--- src/rtl/inst_queue_pkg.sv ---
// Shared definitions for the IF->ID instruction queue.
// Default widths, entry layout and constant helpers.
package inst_queue_pkg;

    localparam int DEF_INST_W = 32;
    localparam int DEF_PC_W   = 32;

    typedef struct packed {
        logic [DEF_PC_W-1:0]   pc;
        logic [DEF_PC_W-1:0]   npc;
        logic [DEF_INST_W-1:0] inst;
    } iq_entry_t;

    function automatic int iq_clog2(input int v);
        int r;
        r = 0;
        while ((1 << r) < v) r++;
        return r;
    endfunction

    function automatic int iq_max(input int a, input int b);
        return (a > b) ? a : b;
    endfunction

endpackage

--- src/rtl/inst_queue_compact.sv ---
// Packs the set lanes of a valid vector into leading slots.
// Slot s takes the lane whose count of lower valid lanes is s.
module inst_queue_compact
    import inst_queue_pkg::*;
#(
    parameter int IN_W = 2,
    parameter int LW   = iq_max(1, iq_clog2(IN_W)),
    parameter int CW   = iq_clog2(IN_W + 1)
) (
    input  logic [IN_W-1:0]         valid,
    output logic [IN_W-1:0][LW-1:0] slot_src,
    output logic [IN_W-1:0]         slot_vld,
    output logic [CW-1:0]           pop
);

    logic [IN_W-1:0][CW-1:0] pre;
    logic [CW-1:0]           run;

    always_comb begin
        pre = '0;
        run = '0;
        for (int i = 0; i < IN_W; i++) begin
            pre[i] = run;
            run    = run + CW'(valid[i]);
        end
        pop = run;
    end

    always_comb begin
        slot_src = '0;
        slot_vld = '0;
        for (int s = 0; s < IN_W; s++) begin
            for (int i = 0; i < IN_W; i++) begin
                if (valid[i] && pre[i] == CW'(s)) begin
                    slot_vld[s] = 1'b1;
                    slot_src[s] = LW'(i);
                end
            end
        end
    end

endmodule

--- src/rtl/inst_queue.sv ---
// Multi-lane circular instruction queue between fetch and decode.
// Show-ahead outputs; occupancy is tracked explicitly, not by payload.
module inst_queue
    import inst_queue_pkg::*;
#(
    parameter int DEPTH  = 8,
    parameter int IN_W   = 2,
    parameter int OUT_W  = 2,
    parameter int INST_W = DEF_INST_W,
    parameter int PC_W   = DEF_PC_W
) (
    input  logic                            clk,
    input  logic                            rst,
    input  logic                            flush,
    input  logic [IN_W-1:0]                 in_valid,
    input  logic [IN_W*INST_W-1:0]          in_inst,
    input  logic [IN_W*PC_W-1:0]            in_pc,
    input  logic [IN_W*PC_W-1:0]            in_npc,
    output logic                            in_ready,
    output logic [OUT_W-1:0]                out_valid,
    output logic [OUT_W*INST_W-1:0]         out_inst,
    output logic [OUT_W*PC_W-1:0]           out_pc,
    output logic [OUT_W*PC_W-1:0]           out_npc,
    input  logic [iq_clog2(OUT_W+1)-1:0]    deq_num,
    output logic [iq_clog2(DEPTH+1)-1:0]    count
);

    localparam int PTR_W = iq_clog2(DEPTH);
    localparam int CNT_W = iq_clog2(DEPTH + 1);
    localparam int LW    = iq_max(1, iq_clog2(IN_W));
    localparam int CW    = iq_clog2(IN_W + 1);

    typedef struct packed {
        logic [PC_W-1:0]   pc;
        logic [PC_W-1:0]   npc;
        logic [INST_W-1:0] inst;
    } ent_t;

    ent_t mem [DEPTH];

    logic [PTR_W-1:0]         head;
    logic [PTR_W-1:0]         tail;
    logic [IN_W-1:0][LW-1:0]  slot_src;
    logic [IN_W-1:0]          slot_vld;
    logic [CW-1:0]            pop;
    logic                     enq;
    logic                     wr_en;
    logic [CNT_W-1:0]         enq_n;
    logic [CNT_W-1:0]         deq_n;
    ent_t                     lane_ent [IN_W];

    inst_queue_compact #(
        .IN_W (IN_W)
    ) u_compact (
        .valid    (in_valid),
        .slot_src (slot_src),
        .slot_vld (slot_vld),
        .pop      (pop)
    );

    // No dequeue credit: ready depends on registered count only.
    assign in_ready = count <= CNT_W'(DEPTH - IN_W);
    assign enq      = in_ready & (|in_valid);
    assign wr_en    = enq & ~flush & ~rst;
    assign enq_n    = enq ? CNT_W'(pop) : '0;

    always_comb begin
        deq_n = CNT_W'(deq_num);
        if (deq_n > count)
            deq_n = count;
        if (deq_n > CNT_W'(OUT_W))
            deq_n = CNT_W'(OUT_W);
    end

    always_comb begin
        for (int i = 0; i < IN_W; i++) begin
            lane_ent[i].pc   = in_pc[i*PC_W +: PC_W];
            lane_ent[i].npc  = in_npc[i*PC_W +: PC_W];
            lane_ent[i].inst = in_inst[i*INST_W +: INST_W];
        end
    end

    always_ff @(posedge clk) begin
        if (rst || flush) begin
            head  <= '0;
            tail  <= '0;
            count <= '0;
        end else begin
            head  <= head + PTR_W'(deq_n);
            tail  <= tail + PTR_W'(enq_n);
            count <= count + enq_n - deq_n;
        end
    end

    always_ff @(posedge clk) begin
        if (wr_en) begin
            for (int s = 0; s < IN_W; s++) begin
                if (slot_vld[s])
                    mem[tail + PTR_W'(s)] <= lane_ent[slot_src[s]];
            end
        end
    end

    always_comb begin
        ent_t e;
        e         = '0;
        out_valid = '0;
        out_inst  = '0;
        out_pc    = '0;
        out_npc   = '0;
        for (int k = 0; k < OUT_W; k++) begin
            e                           = mem[head + PTR_W'(k)];
            out_valid[k]                = count > CNT_W'(k);
            out_inst[k*INST_W +: INST_W] = e.inst;
            out_pc[k*PC_W +: PC_W]       = e.pc;
            out_npc[k*PC_W +: PC_W]      = e.npc;
        end
    end

endmodule

--- config.mk ---
export PLATFORM = sky130hd
export DESIGN_NAME = inst_queue
export DESIGN_NICKNAME = d
export VERILOG_FILES = /design/src/rtl/inst_queue_pkg.sv /design/src/rtl/inst_queue_compact.sv /design/src/rtl/inst_queue.sv
export SDC_FILE = /design/constraint.sdc
export NUM_CORES = 2
export LEC_CHECK = 0
export BUFFER_PORTS_ARGS = -buffer_cell sky130_fd_sc_hd__buf_2
export CELL_PAD_IN_SITES_DETAIL_PLACEMENT = 0
export CELL_PAD_IN_SITES_GLOBAL_PLACEMENT = 2
export CORE_MARGIN = 3
export CORE_UTILIZATION = 40
export CTS_CLUSTER_SIZE = 25
export DETAILED_ROUTE_END_ITERATION = 10
export PLACE_DENSITY_LB_ADDON = 0.1
export SYNTH_ARGS = -nofsm -noshare
export SYNTH_HDL_FRONTEND = slang
export SYNTH_SLANG_ARGS = --single-unit
--- constraint.sdc ---
create_clock -name clk -period 6.1 [get_ports clk]
set_clock_uncertainty 0.15 [all_clocks]
set_input_delay 0.305 -clock clk [delete_from_list [all_inputs] [get_ports clk]]
set_output_delay 0.305 -clock clk [all_outputs]
set_load 0.02 [all_outputs]
After elaboration in Yosys (flattened, before gate mapping):

Memories as Yosys holds them, arrays and structs flattened. A register that Yosys moved wholly into a read port is not among the register bits.
Index checks and enable logic that the tools add are counted.

* flip-flop bits (word level): 10
* latch bits: 0
* RAM bits: 768
* memory bits (read-only): 0
* output and inout port bits: 199
* memories kept: 1

Memory list
* mem: depth 8, bits a word 96, read ports 2, clocked after memory_dff 1, write ports 2, line inst_queue.sv:39 `ent_t mem [DEPTH];`

* add/subtract/negate cells: 7
* multipliers: 0
* divide/modulo/power cells: 0
* $lt $le $gt $ge: 7
* equal/unequal tests: 0
* shifts and indexed selects: 0
* muxes and demuxes: 20
* bitwise logic cells: 7
* reductions and logical operators: 5

Operators by type and width (number)
* $mux 96: 6
* $mux 1: 10
* $gt 4x1->1 const B: 2
* $mux 4: 2
* $add 3x1->3 const B: 2
* $add 4x2->4: 1
* $ge 2x2->1 const B: 2
* $gt 2x4->1: 1
* $gt 4x2->1 const B: 1
* $le 4x3->1 const B: 1
* $not 1->2: 2
* $sub 4x4->4: 1
* $add 3x2->3: 1
* $add 3x3->3: 1
* $and 1x1->1: 3
* $mux 3: 1
* $add 1x1->2: 1
* $logic_and 1x1->1: 2
* $logic_not 2->1: 1
* $mux 2: 1
* $not 1->1: 2
* $reduce_or 2->1: 1
* $logic_or 1x1->1: 1

Longest topological paths before layout:

* depth after elaboration: 7
* depth in mapped cells: 13
* mapped depth without buffers: 13

Modules after synthesis:

Synthesis repeated with hierarchy kept, for this count alone.

* cells, all modules: 2645
* area, all modules: 45795.2 um^2

Modules (own cells, without submodules)
* inst_queue: instances 1, cells an instance 2637, area each 45731.4 um^2, sequential area each 23262.3 um^2
* inst_queue_compact: instances 1, cells an instance 8, area each 63.8 um^2, sequential area each 0.0 um^2

Worst setup path after synthesis:

OpenSTA, ideal clock, no wires.

* path type: reg-to-reg
* start: register count[3]
* end: memory mem[3][0] (netlist bit) (enable)
* arrival time: 6.312 ns
* data required time: 5.368 ns
* slack: -0.944 ns
* stages on the path, launching flop included: 8
* buffers on the path: 0
* period minus slack after synthesis: 7.044 ns
* cells stage by stage: dfxtp_1 -> inv_1 -> ha_1 -> and3_1 -> or2_1 -> inv_1 -> nand2_1 -> a21oi_1

RTL lines
* start, declared: line inst_queue.sv:25 `output logic [iq_clog2(DEPTH+1)-1:0] count`
* start signal, assigned: line inst_queue.sv:91 `count <= count + enq_n - deq_n;`
* end, declared: line inst_queue.sv:39

Worst setup path after layout:

* start: register head[0]
* end: output port out_pc[41]

* cells in the longest elaborated chain, start to end: 2

RTL lines
* start, declared: line inst_queue.sv:41 `logic [PTR_W-1:0] head;`
* start signal, assigned: line inst_queue.sv:89 `head <= head + PTR_W'(deq_n);`
* $add 3x1->3: line inst_queue.sv:112 `e = mem[head + PTR_W'(k)];`
* $mem_v2 8x96
* end, declared: line inst_queue.sv:22 `output logic [OUT_W*PC_W-1:0] out_pc,`

No other way between the ends.

==> impl_metrics.yaml <==
sta:
  finalWorstSetupSlack_ns: 2.01
  period_share_pct: 67.0
  max_freq_mhz: 245
  hold_viol: 0
  worstMarginPinSlew_ns: 1.10
  drv_slew: 0
  whs_ns: 0.0471
  rsz0062_at_grt: "false"
  min_period_ns: 4.09
  relSlewSlack_pct: 26.9
  setup_viol_count_final: 0
  finalSetupTns_ns: 0
synthesis:
  synthXorXnorAreaFrac_pct: 0.134
  yosysTopAreaCell: "edfxtp_1"
  seq_area_frac_synth_pct: 50.8
  avgSynthCellArea_um2: 17.3
  synth_cell_type_count: 40
  synth.area.top_cells: "edfxtp_1 (50%), mux2i_1 (21%), mux4_2 (19%)"
  synth_fa_ha_area_share_pct: 0.612
  syn-instance-count: 2649
  syn-num-nets: 2868
  synth_commonest_cells: "mux2i_1 (965), edfxtp_1 (768), mux4_2 (384), mux2_2 (192), buf_2 (102)"
  syn-cell-area_um2: 45800
  ys_ff_latch: 778
  synth_edf_count: 768
  synth_compound_area_share_pct: 0.153
  synthSimpleGateAreaFrac_pct: 0.656
  synth_top_area_share_pct: 50.4
  synth_top_family_by_area: "multiplexers"
  synthMuxAreaShare_pct: 44.7
  yosys_warnings: 0
  synth_ff_type: "edfxtp_1"
  yosysMostFrequentCell: "mux2i_1"
  synthArstFlopShare_pct: 0
final_layout:
  multi_input_area_um2: 21400
  fin_nets: 3195
  num-fill-cells: 9969
  area_growth_syn_to_layout_pct: 13.7
  drive_above_1_share_pct: 38.5
  stdcell_count: 4553
  final_cell_area_um2: 52000
  seqCellArea_um2: 23300
placement:
  dp_slack_ns: 2.18
  place_area_um2: 49200
  place.gp.congestion: 0.748
  hpwl_um: 82200
  io_buffers: 397
  dp.cells: 4379
pwr:
  vdd_drop_max_v: 0.000284
  power_density_nw_per_um2: 316
  power.leakage_nw: 19.4
setup_path:
  cp_max_fo: 45
  path_class: "reg -> out"
  critPathRequiredTime_ns: 5.64
  rrSetupSlack_ns: 2.32
  rr_startpoint: "count[3]"
  r2r-end: "mem[4][6]"
  r2r_cells: 8
  cp.arrival_ns: 3.63
  startpoint_type: "flop"
  cp-end-kind: "output pin"
grt:
  grt_pass1_vias: 29943
  grtUsageTotal_pct: 24.1
  grt_antenna_before_repair: 11
  grt-ovfl-total: 0
  grt_pass1_wl_um: 208000
  grt_max_degree: 133
hold_path:
  holdPathStages: 3
  hold_path.startpoint: "flush"
  hold_class: "in -> reg"
  min_to: "count[0]"
cts:
  ctsResizeCount: 0
  cts-root-buf: "clkbuf_16"
  htreeDepth: 3
  hold_buffers: 2
  cts_setup_buffers: 0
  cts_tree: "done"
  cts_buffers: 93
  clkSinkCount: 778
  clk_pin_slew_ns: 0.06
  cts_max_path_buffers: 3
  clock_latency_ns: 0.66
route:
  wire_per_inst_um: 31.6
  routed_wl_um: 144000
  drt-pass1-iter-count: 7
  drtIter0Drc: 1908
  viasPerCell: 6.03
  drtAntennaViolNets: 0
  drcViolationCount: 0
  vias: 27438
floorplan:
  die_width_um: 344
  core_um2: 113000
  rows: 123
  initial_utilization_pct: 40.5
  ios: 398
  die_area_um2: 119000
  die_y_um: 344
run:
  drv_cap: 0
run_status:
  status: "finished, final reports clean"
worst max path at each step:
stage | startpoint | slack [ns] | to
after floorplan | count[3] | -0.94 | mem[3][0]
after CTS | head[0] | 1.92 | out_pc[41]
after detailed placement | in_valid[1] | 2.18 | mem[7][84]
after global placement | in_valid[1] | 2.21 | mem[6][80]
after global routing | head[0] | 1.76 | out_pc[41]
final | head[0] | 2.01 | out_pc[41]
cell families after synthesis:
family          after synthesis
mux                        1541
flops                       778
buf+inv                     240
simple gates                 52
fa+ha+maj                    20
compound gates               11
xor+xnor                      7
critical path, cell delays in order (launching register included):
cell and delay, ns:
dfxtp_4 0.46, buf_4 0.63, buf_4 0.72, mux4_2 0.60
mux2_2 0.31, buf_2 0.17
state kept, by name (all words and copies together), names as in the netlist:
name	count
head	3
tail	3
mem	768
count	4
report_power, final:
group	leakage (nW)	switching [mW]	internal (mW)
Combinational	11.0	2.86	2.18
Sequential	7.01	0.100	6.07
Clock	1.37	2.21	3.01
metrics by stage:
step	total power [mW]	util [%]
finish	16.4	46.1
global route	17.1	46.1
CTS	16.6	46.1
detailed placement	11.4	43.6
global placement	11.3	43.6
floorplan	9.73	-
final cells by class:
cell class,instances,share of cell area [%]
sequential,778,44.7
multi-input combinational,1631,41.0
timing repair buffer,453,5.09
clock buffer,117,4.73
tap,1500,3.61
clock inverter,52,0.664
inverter,19,0.137
antenna,3,0.0144
cells in the final DEF (no fill, tap or decap), types with 2 or more instances in the layout:
master / netlist / final
clkinv_2: 0 / 19
buf_4: 24 / 35
mux2_2: 192 / 192
ha_1: 16 / 13
buf_2: 102 / 397
clkinvlp_4: 0 / 3
nor2_4: 0 / 6
mux2i_1: 965 / 965
a21o_1: 2 / 2
and2_1: 4 / 3
nor4_2: 0 / 2
clkbuf_1: 55 / 22
inv_6: 0 / 2
ha_4: 0 / 3
xnor2_1: 2 / 2
clkinv_1: 0 / 24
diode_2: 0 / 3
clkbuf_16: 0 / 95
inv_1: 19 / 19
nand3_4: 0 / 2
bufinv_16: 0 / 4
buf_12: 0 / 19
nor3_2: 2 / 2
nand3_1: 6 / 4
a21oi_1: 4 / 2
nand4_1: 2 / 2
dlygate4sd3_1: 0 / 2
nand2_1: 3 / 2
a31oi_1: 2 / 2
a21oi_4: 0 / 2
xor2_1: 5 / 4
mux4_2: 384 / 384
nand3b_1: 4 / 4
fa_1: 4 / 4
dfxtp_1: 10 / 7
dfxtp_4: 0 / 3
edfxtp_1: 768 / 768
or2_1: 2 / 2
nor2_1: 17 / 11
routing by layer:
layer  wire length, um  vias to the layer above  GRT usage, %
met5                39                        -             0
met4              3240                        6          5.63
met3              8550                      185          4.20
met2             73500                      841          42.2
met1             58500                    14718          31.3
li1                  -                    11688             -
Note: power is estimated with default switching activity, not from simulation.
